[src/rtl/serial_arith_pkg.sv]
// Shared types and constants for the bit-serial add/subtract unit.
//   state_t  : FSM states (IDLE, RUN, DONE)
//   MODE_ADD : mode input value selecting a + b + cin
//   MODE_SUB : mode input value selecting a - b - cin
package serial_arith_pkg;

    typedef enum logic [1:0] {
        IDLE = 2'd0,
        RUN  = 2'd1,
        DONE = 2'd2
    } state_t;

    localparam logic MODE_ADD = 1'b0;
    localparam logic MODE_SUB = 1'b1;

endpackage

[src/rtl/serial_fa_cell.sv]
// Combinational one-bit full adder used by the serial datapath.
//   a, b, cin : addend bits and carry in
//   s         : sum bit
//   c         : carry out (majority of the three inputs)
module serial_fa_cell (
    input  logic a,
    input  logic b,
    input  logic cin,
    output logic s,
    output logic c
);

    assign s = a ^ b ^ cin;
    assign c = (a & b) | (a & cin) | (b & cin);

endmodule

[src/rtl/serial_addsub.sv]
// Bit-serial adder/subtractor, one bit per clock, LSB first, WIDTH cycles.
//   clk, reset : rising-edge clock, asynchronous active-high reset
//   start      : operation request, honoured in IDLE or DONE only
//   mode       : 0 = a + b + cin, 1 = a - b - cin
//   cin        : carry-in (add) / borrow-in (subtract)
//   a, b       : operands captured on an accepted start
//   busy       : high while the operation is running
//   done       : one-cycle pulse when result/cout/overflow are valid
//   result     : sum or difference, modulo 2^WIDTH
//   cout       : final carry (subtract: 1 = no borrow)
//   overflow   : two's-complement signed overflow
module serial_addsub
    import serial_arith_pkg::*;
#(
    parameter int WIDTH = 8,
    parameter int CNT_W = $clog2(WIDTH)
) (
    input  logic             clk,
    input  logic             reset,
    input  logic             start,
    input  logic             mode,
    input  logic             cin,
    input  logic [WIDTH-1:0] a,
    input  logic [WIDTH-1:0] b,
    output logic             busy,
    output logic             done,
    output logic [WIDTH-1:0] result,
    output logic             cout,
    output logic             overflow
);

    generate
        if (WIDTH < 2) begin : g_width_check
            $error("serial_addsub: WIDTH must be 2 or more");
        end
    endgenerate

    state_t             r_state;
    state_t             w_state_next;
    logic [WIDTH-1:0]   r_opa;
    logic [WIDTH-1:0]   r_opb;
    logic               r_carry;
    logic [CNT_W-1:0]   r_cnt;
    logic [WIDTH-1:0]   r_result;
    logic               r_cout;
    logic               r_overflow;

    logic               w_s;
    logic               w_c;
    logic               w_accept;
    logic               w_last;

    // A new operation may begin from IDLE or directly from DONE, which
    // gives back-to-back operation without an idle bubble.
    assign w_accept = start && ((r_state == IDLE) || (r_state == DONE));
    assign w_last   = (r_cnt == CNT_W'(WIDTH - 1));

    serial_fa_cell u_fa (
        .a   (r_opa[0]),
        .b   (r_opb[0]),
        .cin (r_carry),
        .s   (w_s),
        .c   (w_c)
    );

    always_ff @(posedge clk or posedge reset) begin
        if (reset) begin
            r_state <= IDLE;
        end else begin
            r_state <= w_state_next;
        end
    end

    always_comb begin
        w_state_next = r_state;
        case (r_state)
            IDLE:    if (start) w_state_next = RUN;
            RUN:     if (w_last) w_state_next = DONE;
            DONE:    w_state_next = start ? RUN : IDLE;
            default: w_state_next = IDLE;
        endcase
    end

    always_ff @(posedge clk or posedge reset) begin
        if (reset) begin
            r_opa      <= '0;
            r_opb      <= '0;
            r_carry    <= 1'b0;
            r_cnt      <= '0;
            r_result   <= '0;
            r_cout     <= 1'b0;
            r_overflow <= 1'b0;
        end else if (w_accept) begin
            // Subtraction is a + ~b + ~cin, so the borrow-in is inverted
            // into the initial carry.
            r_opa   <= a;
            r_opb   <= (mode == MODE_SUB) ? ~b : b;
            r_carry <= (mode == MODE_SUB) ? ~cin : cin;
            r_cnt   <= '0;
        end else if (r_state == RUN) begin
            r_result <= {w_s, r_result[WIDTH-1:1]};
            r_carry  <= w_c;
            r_opa    <= {1'b0, r_opa[WIDTH-1:1]};
            r_opb    <= {1'b0, r_opb[WIDTH-1:1]};
            r_cnt    <= r_cnt + CNT_W'(1);
            if (w_last) begin
                // Signed overflow: carry into the MSB differs from carry out.
                r_cout     <= w_c;
                r_overflow <= w_c ^ r_carry;
            end
        end
    end

    assign busy     = (r_state == RUN);
    assign done     = (r_state == DONE);
    assign result   = r_result;
    assign cout     = r_cout;
    assign overflow = r_overflow;

endmodule

[config.mk]
export PLATFORM = sky130hd
export DESIGN_NAME = serial_addsub
export DESIGN_NICKNAME = d
export VERILOG_FILES = /design/src/rtl/serial_arith_pkg.sv /design/src/rtl/serial_fa_cell.sv /design/src/rtl/serial_addsub.sv
export SDC_FILE = /design/constraint.sdc
export NUM_CORES = 1
export LEC_CHECK = 0
export CAP_MARGIN = 5
export CELL_PAD_IN_SITES_DETAIL_PLACEMENT = 1
export CELL_PAD_IN_SITES_GLOBAL_PLACEMENT = 2
export CORE_ASPECT_RATIO = 0.5
export CORE_MARGIN = 10
export CORE_UTILIZATION = 28
export DETAILED_ROUTE_END_ITERATION = 7
export PLACE_DENSITY = 0.79
export SYNTH_ARGS = -nofsm -noshare
export SYNTH_HDL_FRONTEND = slang
export SYNTH_SLANG_ARGS = --single-unit
[constraint.sdc]
create_clock -name clk -period 1.5 [get_ports clk]
set_clock_uncertainty 0.15 [all_clocks]
set_input_delay 0.15 -clock clk [delete_from_list [all_inputs] [get_ports clk]]
set_output_delay 0.15 -clock clk [all_outputs]
set_load 0.02 [all_outputs]
==> flow_summary.json <==
{
  "synth_edf_count": 0,
  "cts-root-buf": "clkbuf_8",
  "cts_sinks": 32,
  "r2r_start": "r_cnt[0]",
  "ir_drop_uv": 736,
  "crit_start": "r_cnt[0]",
  "rows": 18,
  "n_antenna_cell": 0,
  "drt-pass1-iter-count": 4,
  "power.internal_mw": 2.69,
  "seq_area_frac_synth": 0.527,
  "wirelength_mm": 3.82,
  "power_frac_clock": 0.154,
  "synth_top_area_frac": 0.527,
  "ant_nets": 0,
  "dieArea_um2": 8950,
  "yosysMostFrequentCell": "nand2_1",
  "avgSynthCellArea_um2": 10.1,
  "arrival_ns": 1.48,
  "coreArea_um2": 5090,
  "path_clk_slew_ns": 0.06,
  "status": "complete, no violations",
  "grt_start_max_net_pins": 33,
  "syn_nets": 174,
  "htree_num_levels": 2,
  "synth.largest_area_cell": "dfrtp_1",
  "pwr-share-comb": 0.493,
  "drt-initial-drc-count": 42,
  "worstHoldPathType": "in -> async",
  "antenna_found_initial": 0,
  "setup_viol": 0,
  "num-nets-final": 221,
  "grt_pass1_vias": 1261,
  "yosysUniqueCellTypes": 30,
  "seq_area_um2": 802,
  "switchingPower_mw": 1.68,
  "avgViaCountPerCell": 4.42,
  "r2r_slack_ns": 0.03,
  "p_total_mw": 4.37,
  "drc": 0,
  "io_pins": 33,
  "cts_tree": "done",
  "critPathCaptureType": "flop",
  "ys_ff_latch": 32,
  "clock_latency_ns": 0.28,
  "fin_tns_setup_ns": 0,
  "drive_above_1_share": 0.227,
  "ys.flop_type": "dfrtp_1",
  "synth_common_cells": "nand2_1 (39), dfrtp_1 (32), nor2_1 (14)",
  "yosys-top-cells-area": "dfrtp_1 (53%), nand2_1 (9.6%), xor2_1 (4.0%)",
  "vias": 1185,
  "syn2layout_area_growth_pct": 39.8,
  "post-route-period-util": 0.977,
  "cts.path.max_buffers": 2,
  "hpwl_mm": 2.71,
  "hold_violations": 0,
  "power.density_nw_per_um2": 2060,
  "die_h_um": 72.1,
  "criticalPathCategory": "reg -> reg",
  "grtUsageTotal": 0.0897,
  "r2r_end": "cout",
  "max_freq_mhz": 683,
  "crit_path_max_fanout": 2,
  "wl_per_cell_um": 14.3,
  "crit_required_ns": 1.51,
  "grt_remaining_overflow": 0,
  "crit_end": "cout",
  "syn_area_um2": 1520,
  "startpoint_type": "flop",
  "tightest_slew_ns": 0.256,
  "gp_congestion": 0.735,
  "multiInputGateArea_um2": 641,
  "async_reset_ff_frac": 1.00,
  "syn_inst": 150,
  "worst_r2r_path_depth": 4,
  "p_leak_nw": 0.972,
  "maxSlewHeadroom": 0.829,
  "port_buffers": 32,
  "switching_share": 0.385,
  "slew_violations": 0,
  "ys_warn_count": 0,
  "fill_cells": 582,
  "cts_made_buffers": 5,
  "initial_core_util": 0.298,
  "grt_pass1_wl_mm": 6.39,
  "pwr-share-seq": 0.353,
  "cap_violations": 0,
  "finalCriticalPeriod_ns": 1.47,
  "die-width_um": 124
}
## per-stage QoR
step / instance area [µm²] / util / hold WS, ns / instances / setup slack (ns)
floorplan: 1520 / - / 0.114 / 150 / 0.0469
finish: 2120 / 0.417 / 0.0624 / 268 / 0.0349
global placement: 1990 / 0.391 / 0.310 / 256 / -0.0294
detailed placement: 1990 / 0.391 / 0.321 / 256 / -0.0535
global route: 2120 / 0.417 / 0.0848 / 268 / -0.00279
CTS: 2080 / 0.410 / 0.0582 / 265 / 0.00782
## worst max-delay path, stage by stage, from the launching register on
cell and delay, ns:
dfrtp_1 0.39, ha_2 0.20, ha_1 0.19, and2_4 0.14
mux2_4 0.28
## area by class of cell
type	instances	share of cell area
clock buffer	8	0.0424
sequential	32	0.378
tap	70	0.0412
multi-input combinational	105	0.302
inverter	2	0.00589
timing repair buffer	51	0.231
## power by group through the flow
stage	Sequential, mW	Combinational (mW)	Clock [mW]
after floorplan	1.64	1.30	0
after global placement	1.54	2.04	0
after detailed placement	1.55	2.10	0
after CTS	1.54	2.08	0.701
after global routing	1.60	2.41	0.739
final	1.54	2.16	0.673
## state kept, by name, summed over array words and instances (netlist names)
register	cells
r_carry	1
overflow	1
r_cnt	3
cout	1
result	8
r_opa	8
r_state	2
r_opb	8
## worst min-delay path by stage
stage	start	to	slack [ns]
floorplan	a[0]	r_opa[0]	0.11
global placement	result[0]	result[0]	0.31
detailed placement	result[0]	result[0]	0.32
CTS	reset	result[0]	0.06
global route	reset	result[0]	0.08
finish	reset	result[0]	0.06
## cells by family (layout without fill, tap and decap cells)
| family | Yosys count | after routing | share of synthesized area |
|---|---|---|---|
| simple gates | 68 | 68 | 0.189 |
| mux | 1 | 1 | 0.00988 |
| buf+inv | 13 | 61 | 0.0659 |
| xor+xnor | 10 | 10 | 0.0577 |
| fa+ha+maj | 3 | 3 | 0.0297 |
| flops | 32 | 32 | 0.527 |
| compound gates | 23 | 23 | 0.121 |
## layer usage
| metal | wire length (µm) | GRT usage |
|---|---|---|
| met5 | 0 | 0 |
| met4 | 41 | 0.0457 |
| met3 | 195 | 0.0278 |
| met2 | 1890 | 0.143 |
| met1 | 1690 | 0.107 |
## timing repair
item | in CTS | in global routing
gates resized for setup | 16 | 7
hold buffers | 0 | 0
setup endpoints to repair | 15 | 12
setup buffers | 1 | 3
## placed cells by master (no fill, tap or decap), drive strengths merged, types with 4 or more instances in the layout
| cell | n |
|---|---|
| clkdlybuf4s50 | 20 |
| a31oi | 7 |
| dfrtp | 32 |
| dlygate4sd2 | 10 |
| o22ai | 4 |
| nor3 | 4 |
| xor2 | 7 |
| clkbuf | 10 |
| buf | 19 |
| nand2 | 42 |
| nor2 | 14 |
(Power assumes the default switching activity.)
